<file path="config.mk">
export PLATFORM = sky130hd
export DESIGN_NAME = jump_resolve_unit
export DESIGN_NICKNAME = d
export VERILOG_FILES = /design/src/rtl/jru_pkg.sv /design/src/rtl/jru_branch_pipe.sv /design/src/rtl/jump_resolve_unit.sv
export SDC_FILE = /design/constraint.sdc
export NUM_CORES = 1
export LEC_CHECK = 0
export BUFFER_PORTS_ARGS = -buffer_cell sky130_fd_sc_hd__buf_2
export CORE_MARGIN = 3
export CORE_UTILIZATION = 50
export DETAILED_ROUTE_END_ITERATION = 6
export PLACE_DENSITY_LB_ADDON = 0.08
export SLEW_MARGIN = 20
export SYNTH_ARGS = -nofsm -noshare
export SYNTH_HDL_FRONTEND = slang
export SYNTH_HIERARCHICAL = 1
export SYNTH_SLANG_ARGS = --single-unit
</file>
<file path="constraint.sdc">
create_clock -name clock -period 3.4 [get_ports clock]
set_input_delay 0.68 -clock clock [delete_from_list [all_inputs] [get_ports clock]]
set_output_delay 0.68 -clock clock [all_outputs]
set_load 0.05 [all_outputs]
</file>
<file path="src/rtl/jru_pkg.sv">
// Shared definitions for the jump/branch resolution unit: funct3 classes,
// branch-pipe control entry and decode helpers.
package jru_pkg;

    localparam logic [2:0] F3_BEQ  = 3'b000;
    localparam logic [2:0] F3_BNE  = 3'b001;
    localparam logic [2:0] F3_JAL  = 3'b010;
    localparam logic [2:0] F3_JALR = 3'b011;
    localparam logic [2:0] F3_BLT  = 3'b100;
    localparam logic [2:0] F3_BGE  = 3'b101;
    localparam logic [2:0] F3_BLTU = 3'b110;
    localparam logic [2:0] F3_BGEU = 3'b111;

    // Control half of a pipe entry; the XLEN-wide target travels alongside it.
    typedef struct packed {
        logic       valid;
        logic [2:0] br_type;
    } br_ctrl_t;

    function automatic logic is_jump(input logic [2:0] funct3);
        return (funct3 == F3_JAL) || (funct3 == F3_JALR);
    endfunction

    function automatic logic br_cond(input logic [2:0] funct3, input logic zero,
                                     input logic bit_c);
        logic taken;
        taken = 1'b0;
        case (funct3)
            F3_BEQ:           taken = zero;
            F3_BNE:           taken = !zero;
            F3_BLT, F3_BLTU:  taken = bit_c;
            F3_BGE, F3_BGEU:  taken = !bit_c;
            default:          taken = 1'b0;
        endcase
        return taken;
    endfunction

endpackage

</file>
<file path="src/rtl/jru_branch_pipe.sv">
// BR_DEPTH-deep shift pipe of in-flight conditional branches; entry 0 is the
// youngest, entry BR_DEPTH-1 is the tail whose condition is evaluated.
module jru_branch_pipe
    import jru_pkg::*;
#(
    parameter int XLEN     = 32,
    parameter int BR_DEPTH = 2
) (
    input  logic            clock,
    input  logic            reset,
    input  logic            enq,
    input  logic            squash,
    input  logic [2:0]      enq_type,
    input  logic [XLEN-1:0] enq_target,
    output logic            any_valid,
    output br_ctrl_t        tail_ctrl,
    output logic [XLEN-1:0] tail_target
);

    br_ctrl_t        ctrl_q   [BR_DEPTH];
    logic [XLEN-1:0] target_q [BR_DEPTH];

    // NOTE: targets are reset along with valids so newPC reads 0 after reset
    // instead of stale addresses from the discarded branches.
    always_ff @(posedge clock) begin
        if (reset) begin
            for (int i = 0; i < BR_DEPTH; i++) begin
                ctrl_q[i]   <= '0;
                target_q[i] <= '0;
            end
        end else begin
            ctrl_q[0].valid   <= enq && !squash;
            ctrl_q[0].br_type <= enq_type;
            target_q[0]       <= enq_target;
            for (int i = 1; i < BR_DEPTH; i++) begin
                ctrl_q[i].valid   <= ctrl_q[i-1].valid && !squash;
                ctrl_q[i].br_type <= ctrl_q[i-1].br_type;
                target_q[i]       <= target_q[i-1];
            end
        end
    end

    always_comb begin
        any_valid = 1'b0;
        for (int i = 0; i < BR_DEPTH; i++) begin
            any_valid = any_valid | ctrl_q[i].valid;
        end
    end

    assign tail_ctrl   = ctrl_q[BR_DEPTH-1];
    assign tail_target = target_q[BR_DEPTH-1];

endmodule

</file>
<file path="src/rtl/jump_resolve_unit.sv">
// Branch/jump resolution beside execute: fetch redirect, flush pulses, decoder stall.
// Optional misaligned-target trapping is enabled by defining JRU_MISALIGN_TRAP_EN.
module jump_resolve_unit
    import jru_pkg::*;
#(
    parameter int XLEN      = 32,
    parameter int BR_DEPTH  = 2,
    parameter int HAZ_DEPTH = 2,
    parameter int REG_AW    = 6,
    parameter int PC_OFFSET = 8
) (
    input  logic              clock,
    input  logic              reset,
    input  logic              new_jmp,
    input  logic [2:0]        jmp_type,
    input  logic [REG_AW-1:0] jal_rs,
    input  logic [XLEN-1:0]   busJ,
    input  logic [REG_AW-1:0] rd,
    input  logic              bit_bus_C,
    input  logic              zero,
    input  logic [XLEN-1:0]   imm,
    input  logic [XLEN-1:0]   pc,
    output logic [XLEN-1:0]   newPC,
    output logic              ctrlFetch,
    output logic              reset_branch,
    output logic              reset_jal,
    output logic              halt,
    output logic              misalign_trap,
    output logic [XLEN-1:0]   misalign_addr
);

    logic [REG_AW-1:0] hist_q [HAZ_DEPTH];
    br_ctrl_t          tail_ctrl;
    logic [XLEN-1:0]   tail_target;
    logic [XLEN-1:0]   jmp_target;
    logic [XLEN-1:0]   sel_target;
    logic              any_valid;
    logic              jmp_issue;
    logic              jump_go;
    logic              br_taken;
    logic              rs_hit;
    logic              misaligned;

    jru_branch_pipe #(
        .XLEN     (XLEN),
        .BR_DEPTH (BR_DEPTH)
    ) u_pipe (
        .clock       (clock),
        .reset       (reset),
        .enq         (!reset && new_jmp && !is_jump(jmp_type)),
        .squash      (br_taken),
        .enq_type    (jmp_type),
        .enq_target  (pc + imm - XLEN'(PC_OFFSET)),
        .any_valid   (any_valid),
        .tail_ctrl   (tail_ctrl),
        .tail_target (tail_target)
    );

    // NOTE: every variable gets a default before the loop so no latch is inferred.
    always_comb begin
        rs_hit = 1'b0;
        for (int i = 0; i < HAZ_DEPTH; i++) begin
            if (jal_rs != '0 && hist_q[i] == jal_rs) rs_hit = 1'b1;
        end
    end

    // Reset gating keeps in-flight branches from redirecting while being discarded.
    assign br_taken  = !reset && tail_ctrl.valid && br_cond(tail_ctrl.br_type, zero, bit_bus_C);
    assign jmp_issue = !reset && new_jmp && is_jump(jmp_type);
    assign halt      = jmp_issue && (any_valid || rs_hit);
    assign jump_go   = jmp_issue && !halt;

`ifdef JRU_MISALIGN_TRAP_EN
    assign jmp_target = busJ + imm;
`else
    assign jmp_target = (jmp_type == F3_JALR) ? ((busJ + imm) & ~XLEN'(1)) : (busJ + imm);
`endif

    assign sel_target = (br_taken || !jump_go) ? tail_target : jmp_target;

`ifdef JRU_MISALIGN_TRAP_EN
    assign misaligned = (br_taken || jump_go) && (sel_target[1:0] != 2'b00);

    always_ff @(posedge clock) begin
        if (reset) begin
            misalign_trap <= 1'b0;
            misalign_addr <= '0;
        end else begin
            misalign_trap <= misaligned;
            if (misaligned) misalign_addr <= sel_target;
        end
    end
`else
    assign misaligned    = 1'b0;
    assign misalign_trap = 1'b0;
    assign misalign_addr = '0;
`endif

    assign newPC     = sel_target;
    assign ctrlFetch = (br_taken || jump_go) && !misaligned;

    // NOTE: state registers use non-blocking assignments so the shift reads old values.
    always_ff @(posedge clock) begin
        if (reset || br_taken) begin
            for (int i = 0; i < HAZ_DEPTH; i++) hist_q[i] <= '0;
        end else begin
            hist_q[0] <= jump_go ? rd : '0;
            for (int i = 1; i < HAZ_DEPTH; i++) hist_q[i] <= hist_q[i-1];
        end
    end

    // Flush pulses sample mid-cycle so the downstream stages see them before the next edge.
    always_ff @(negedge clock) begin
        if (reset) begin
            reset_branch <= 1'b0;
            reset_jal    <= 1'b0;
        end else begin
            reset_branch <= br_taken && !misaligned;
            reset_jal    <= jump_go && !misaligned;
        end
    end

endmodule

</file>
==> results of run 1 <==
[how the worst max path moves through the flow]
| stage | start | endpoint | cells past startpoint |
|---|---|---|---|
| 2_1_floorplan | zero | newPC[31] | 10 |
| 3_3_place_gp | imm[0] | newPC[16] | 14 |
| 3_5_place_dp | imm[0] | newPC[16] | 14 |
| 4_1_cts | imm[0] | newPC[28] | 12 |
| 5_1_grt | imm[0] | newPC[28] | 12 |
| 6_report | imm[0] | newPC[28] | 12 |
[final cells by class]
cell class	count	area [sq um]
Multi-Input combinational cell	681	5455
Clock buffer	9	225.2
Fill cell	1175	3744
Inverter	122	457.9
Timing Repair Buffer	320	2293
Sequential cell	86	1722
Clock inverter	9	81.33
Tap cell	180	225.2
[state kept, by name, indices dropped and copies added, names as in the netlist]
signal           count
hist_q              12
reset_branch         1
reset_jal            1
u_pipe/ctrl_q        8
u_pipe/target_q     64
[power groups by stage]
stage | Clock [mW] | Combinational (mW) | Sequential (mW)
6_report | 0.998 | 2.08 | 1.16
3_3_place_gp | 0.00553 | 1.81 | 1.18
5_1_grt | 1.07 | 2.26 | 1.17
3_5_place_dp | 0.00553 | 1.83 | 1.18
4_1_cts | 1.02 | 1.97 | 1.16
2_1_floorplan | 0.00553 | 1.30 | 1.17
[cells in the mapped netlist, drive strengths merged, types with 3 or more instances]
master / n
inv: 123
a41oi: 3
a31o: 4
a21o: 30
o21bai: 4
nor3b: 3
ha: 92
nor2b: 80
xor2: 25
dfxtp: 86
nor3: 7
a31oi: 11
o21ai: 56
a211oi: 9
buf: 74
xnor2: 49
nand2: 86
nor2: 26
o31ai: 7
and2: 17
nand2b: 4
nand4: 13
a21oi: 64
clkbuf: 26
nor4: 3
nand3: 11
or2: 3
o211ai: 4
and3: 6
[what timing repair did]
action | 4_1_cts | 5_1_grt
gates resized for setup | 97 | 56
pin swaps | 35 | 41
setup buffers | 5 | 12
endpoints found under the setup margin | 23 | 27
[through the flow]
stage / util, % / hold WS [ns] / std cells
6_report: 73.64 / 0.4362 / 1407
5_1_grt: 73.64 / 0.4494 / 1407
4_1_cts: 70.93 / 0.4390 / 1397
3_5_place_dp: 65.50 / 0.4226 / 1376
3_3_place_gp: 65.50 / 0.4152 / 1376
2_1_floorplan: - / 0.4138 / 990
[worst max-delay path: cells and delay by family]
family / cells / cell delay, ns
AO/OA/AOI/OAI: 7 / 1.44
adder cells (fa/ha/maj): 2 / 0.51
XOR/XNOR: 1 / 0.12
buffers and inverters: 2 / 0.27
[logic make-up after synthesis]
group                      after synthesis  share of synthesized area [%]
AOI/OAI and AO/OA                      214                          18.32
and+or+nand+nor                        266                          18.78
other                                    1                        0.05057
xor gates and xnor gates                74                          8.740
adders and majority gates               94                          16.06
DFF                                     86                          23.22
buffers and inverters                  223                          14.83
[cell usage in the layout (no fill, tap or decap), types with 4 or more instances in the layout]
cell | Yosys | routed
buf_4 | 65 | 156
inv_1 | 123 | 124
buf_2 | 8 | 121
dfxtp_1 | 86 | 86
nand2_1 | 86 | 85
nor2b_1 | 80 | 80
ha_1 | 92 | 78
a21oi_1 | 63 | 52
xnor2_1 | 49 | 42
buf_6 | 1 | 37
conb_1 | 1 | 33
a21o_1 | 30 | 30
nor2_1 | 26 | 24
o21ai_0 | 53 | 22
xor2_1 | 25 | 18
and2_1 | 15 | 14
nand4_1 | 13 | 13
o21ai_2 | 0 | 13
ha_4 | 0 | 13
o21ai_1 | 3 | 12
nand3_1 | 11 | 11
o21ai_4 | 0 | 9
clkbuf_16 | 0 | 9
a31oi_1 | 11 | 8
a21oi_2 | 1 | 7
nor3_1 | 7 | 6
and3_1 | 6 | 6
xor2_2 | 0 | 6
a21oi_4 | 0 | 5
a211oi_1 | 9 | 4
o21bai_1 | 4 | 4
a211oi_2 | 0 | 4
o31ai_1 | 7 | 4
o211ai_1 | 4 | 4
xnor2_2 | 0 | 4
buf_8 | 0 | 4
[per-layer routing]
| layer | up-vias | wire, microns |
|---|---|---|
| met5 | - | 0 |
| li1 | 3624 | - |
| met4 | 0 | 525 |
| met1 | 3236 | 9065 |
| met3 | 32 | 901 |
| met2 | 175 | 9811 |
==> qor.csv, run 1 <==
metric,value,unit
crit_path_top_delay_cell,a2111o_1,
hold_path.class,flop to flop,
ys_async_sr_fraction,0,%
syn_area,7416,sq um
cts_tree,yes,
grt_antenna_before_repair,0,
core_area,14200,sq um
grt_pass1_vias,6965,
drtPass1Iterations,5,
r2r-end,reset_jal,
root_buffer,clkbuf_16,
crit_chain,buf_8 > ha_4 > fa_2 > a21o_1 > a21oi_2 > o21ai_2 > a21o_1 > a2111o_1 > o221ai_2 > xor2_2 > o21ai_4 > buf_6,
hold_buffers,0,
dpl.hpwl,16270,microns
routed_wl,20300,microns
cts-htree-levels,3,
internal_power,2.613,mW
synth.area.top_cells,"dfxtp_1 (23%), ha_1 (16%), nor2b_1 (6.7%)",
synthCells,958,
setup_ws,-0.2984,ns
grt_max_degree,69,
final_hold_viol_count,0,
layout_min_cycle_time,3.698,ns
slowest_delay,0.44,ns
avgSynthCellArea,7.741,sq um
grt_pass1_wl,31860,microns
fin_area,10460,sq um
worstMarginPinSlew,0.7216,ns
drive_gt1_share,35.45,%
skew,0.06061,ns
worstSetupEndpointType,output port,
cap_viol_max_count,0,
critPathKind,input pin to output port,
crit_path_start_kind,input pin,
crit_required,2.72,ns
whs_path_depth,1,
first_iter_violations,238,
met1_usage,29.82,%
power.switching,1.627,mW
use_met3,3.042,%
hp-start,u_pipe/target_q[0][16],
io_pins,185,
pre_cts_slack,-0.4576,ns
seq_area_frac_synth,23.22,%
num_rows,43,
viasPerCell,5.023,
synth_flop_cell,dfxtp_1,
p_per_area,405.4,nW/um^2
fin_nets,1432,
ant_nets,0,
status,"complete, but fails checks",
global_route.usage.met2,41.99,%
vias,7067,
power_frac_comb,49.1,%
setup-violations-final,17,
fmax,0.2704,GHz
p_total,4.240,mW
leakage,5.209,nW
fin_crit_sh,108.8,%
ys_ff_latch,86,
r2r_start,hist_q[0][5],
dieWidth,127.8,microns
violations,setup timing,
fin_tns_setup,-2.885,ns
cts_buffer_depth,2,
die_h,127.8,microns
n_antenna_cell,0,
r2r_setup_slack,0.55,ns
reg2regPathDepth,5,
drc,0,
yosysTopAreaCellShare,23.22,%
synth_edf_count,0,
path_max_fanout,2,
rsz0062_at_grt,true,
grt_usage,23.95,%
clock_power_share,23.5,%
yosys.cell_types.count,61,
wl_per_cell,14.43,microns
cts_inserted_buffers,9,
min_to,u_pipe/target_q[0][48],
netSwitchingFraction,38.37,%
syn_to_final_growth,41.05,%
maxSlewViolCount,0,
clk_pin_slew,0.07,ns
placed_area,9303,sq um
p_seq_share,27.4,%
die_area,16330,sq um
cts.sinks,86,
arrival,3.02,ns
ir_worst_vdd,250.4,uV
clock_latency,0.40,ns
cp_common_cell,a21o_1,
yosysWarnings,6,
io_buffers,151,
gr-total-overflow,0,
yosys.area.top_type,dfxtp_1,
globalplace.congestion,0.9541,
initial_utilization,52.21,%
busiest_layer,met2,
relSlewSlack,51.89,%
Note: power is estimated with default switching activity, not from simulation.
==> inputs of run 2 (changes only) <==
--- a/config.mk
+++ b/config.mk
@@ -10,6 +10,7 @@
 export CORE_UTILIZATION = 50
 export DETAILED_ROUTE_END_ITERATION = 6
 export PLACE_DENSITY_LB_ADDON = 0.08
+export SKIP_LAST_GASP = 1
 export SLEW_MARGIN = 20
 export SYNTH_ARGS = -nofsm -noshare
 export SYNTH_HDL_FRONTEND = slang
==> qor.csv, run 2 (synthesis results as in run 1) <==
metric,value,unit,change
die_h,127.8,microns,unchanged
drive_gt1_share,35.07,%,was 35.45%
grt_pass1_vias,6947,,was 6965
grt_antenna_before_repair,0,,unchanged
worstMarginPinSlew,0.7122,ns,was 0.7216 ns
dpl.hpwl,16270,microns,unchanged
layout_commonest_cell,buf_4,,unchanged
layout_min_cycle_time,3.716,ns,was 3.698 ns
gr-total-overflow,0,,unchanged
dieWidth,127.8,microns,unchanged
io_buffers,151,,unchanged
core_area,14200,sq um,unchanged
cts_buffer_depth,2,,unchanged
viasPerCell,5.009,,was 5.023
globalplace.congestion,0.9541,,unchanged
endpoint,newPC[28],,unchanged
maxSlewViolCount,0,,unchanged
fmax,0.2691,GHz,was 0.2704 GHz
clock_latency,0.40,ns,about the same
worstSetupEndpointType,output port,,unchanged
reg2regPathDepth,5,,unchanged
r2r_start,hist_q[0][5],,unchanged
wl_per_cell,14.31,microns,was 14.43 microns
ant_nets,0,,unchanged
leakage,5.192,nW,was 5.209 nW
violations,setup timing,,unchanged
cts_tree,yes,,unchanged
cts-htree-levels,3,,unchanged
setup_ws,-0.3158,ns,was -0.2984 ns
cts_inserted_buffers,9,,unchanged
reg.largest.list,"u_pipe/target_q (64), hist_q (12), u_pipe/ctrl_q (8)",,unchanged
p_total,4.222,mW,was 4.240 mW
r2r-end,reset_jal,,unchanged
grt_pass1_wl,31780,microns,was 31860 microns
routed_wl,20120,microns,was 20300 microns
dp_cells,1376,,unchanged
largest_reg_flops,64,,unchanged
root_buffer,clkbuf_16,,unchanged
fin_nets,1431,,was 1432
cts.sinks,86,,unchanged
first_iter_violations,270,,was 238
syn_to_final_growth,40.09,%,was 41.05%
final_cells,1406,,was 1407
die_area,16330,sq um,unchanged
crit_path_start_kind,input pin,,unchanged
final_hold_viol_count,0,,unchanged
n_antenna_cell,0,,unchanged
hold_buffers,0,,unchanged
relSlewSlack,52.52,%,was 51.89%
io_pins,185,,unchanged
vias,7042,,was 7067
status,"complete, but fails checks",,unchanged
fin_tns_setup,-3.194,ns,was -2.885 ns
cap_viol_max_count,0,,unchanged
skew,0.06022,ns,was 0.06061 ns
num_rows,43,,unchanged
fin_util,73.14,%,was 73.64%
rsz0062_at_grt,true,,unchanged
drtPass1Iterations,5,,unchanged
setup-violations-final,18,,was 17
path_max_fanout,2,,unchanged
clk_pin_slew,0.07,ns,about the same
pre_cts_slack,-0.4576,ns,unchanged
ir_worst_vdd,250.2,uV,was 250.4 uV
crit_required,2.72,ns,about the same
startpoint,imm[0],,unchanged
fin_crit_sh,109.3,%,was 108.8%
critPathKind,input pin to output port,,unchanged
hold_path.class,flop to flop,,unchanged
grt_max_degree,69,,unchanged
drc,0,,unchanged
arrival,3.04,ns,was 3.02 ns
initial_utilization,52.21,%,unchanged
grt_usage,23.88,%,was 23.95%
final_cell_mix,"buf_4 (154), inv_1 (124), buf_2 (122)",,"was buf_4 (156), inv_1 (124), buf_2 (121)"
r2r_setup_slack,0.55,ns,about the same
largest_register,u_pipe/target_q,,unchanged
p_per_area,406.4,nW/um^2,was 405.4 nW/um^2
[run 2: critical path: stages]
cell      delay [ns]
buf_8           0.10
ha_4            0.16
fa_2            0.34
a21o_1          0.20
a21oi_2         0.18
o21ai_2         0.08
a21o_1          0.19
a2111o_1        0.44
o221ai_2        0.21
xor2_2          0.12
o21ai_4         0.15
buf_6           0.17
[run 2: cell type report]
type / count / area [sq um]
Clock buffer: 9 / 225.2
Clock inverter: 9 / 81.33
Fill cell: 1182 / 3815
Inverter: 122 / 457.9
Multi-Input combinational cell: 681 / 5398
Sequential cell: 86 / 1722
Tap cell: 180 / 225.2
Timing Repair Buffer: 319 / 2280
[run 2: how the worst min path moves through the flow]
stage	startpoint	end	slack, ns	depth (start not counted)
finish	u_pipe/target_q[0][16]	u_pipe/target_q[0][48]	0.44	1
global route	u_pipe/target_q[0][3]	u_pipe/target_q[0][35]	0.45	1
CTS	u_pipe/target_q[0][9]	u_pipe/target_q[0][41]	0.44	1
detailed placement	u_pipe/target_q[0][9]	u_pipe/target_q[0][41]	0.42	1
global placement	u_pipe/target_q[0][18]	u_pipe/target_q[0][50]	0.42	1
floorplan	u_pipe/ctrl_q[0][0]	u_pipe/ctrl_q[1][0]	0.41	1
[run 2: report_power, final]
| group | internal, mW | switching (mW) |
|---|---|---|
| registers | 1.13 | 0.0296 |
| clock network | 0.523 | 0.477 |
| logic | 0.950 | 1.11 |
| total | 2.60 | 1.62 |
[run 2: what timing repair did]
item / in CTS / in global routing
setup buffers: 5 / 10
pin swaps: 34 / 42
resized for setup: 88 / 57
setup endpoints to repair: 23 / 27
[run 2: layer usage]
metal  vias up  part of all wire [%]  global-route usage, %
li1       3616                     -                      -
met1      3214                    44                  29.64
met2       182                    48                  42.05
met3        30                   4.6                  3.042
met4         0                   2.5                  9.051
met5         -                     0                      0
[run 2: through the flow]
step,hold slack [ns],cell area [sq um]
finish,0.4361,10390
global route,0.4494,10390
global placement,0.4152,9303
detailed placement,0.4226,9303
CTS,0.4390,10030
floorplan,0.4138,7794
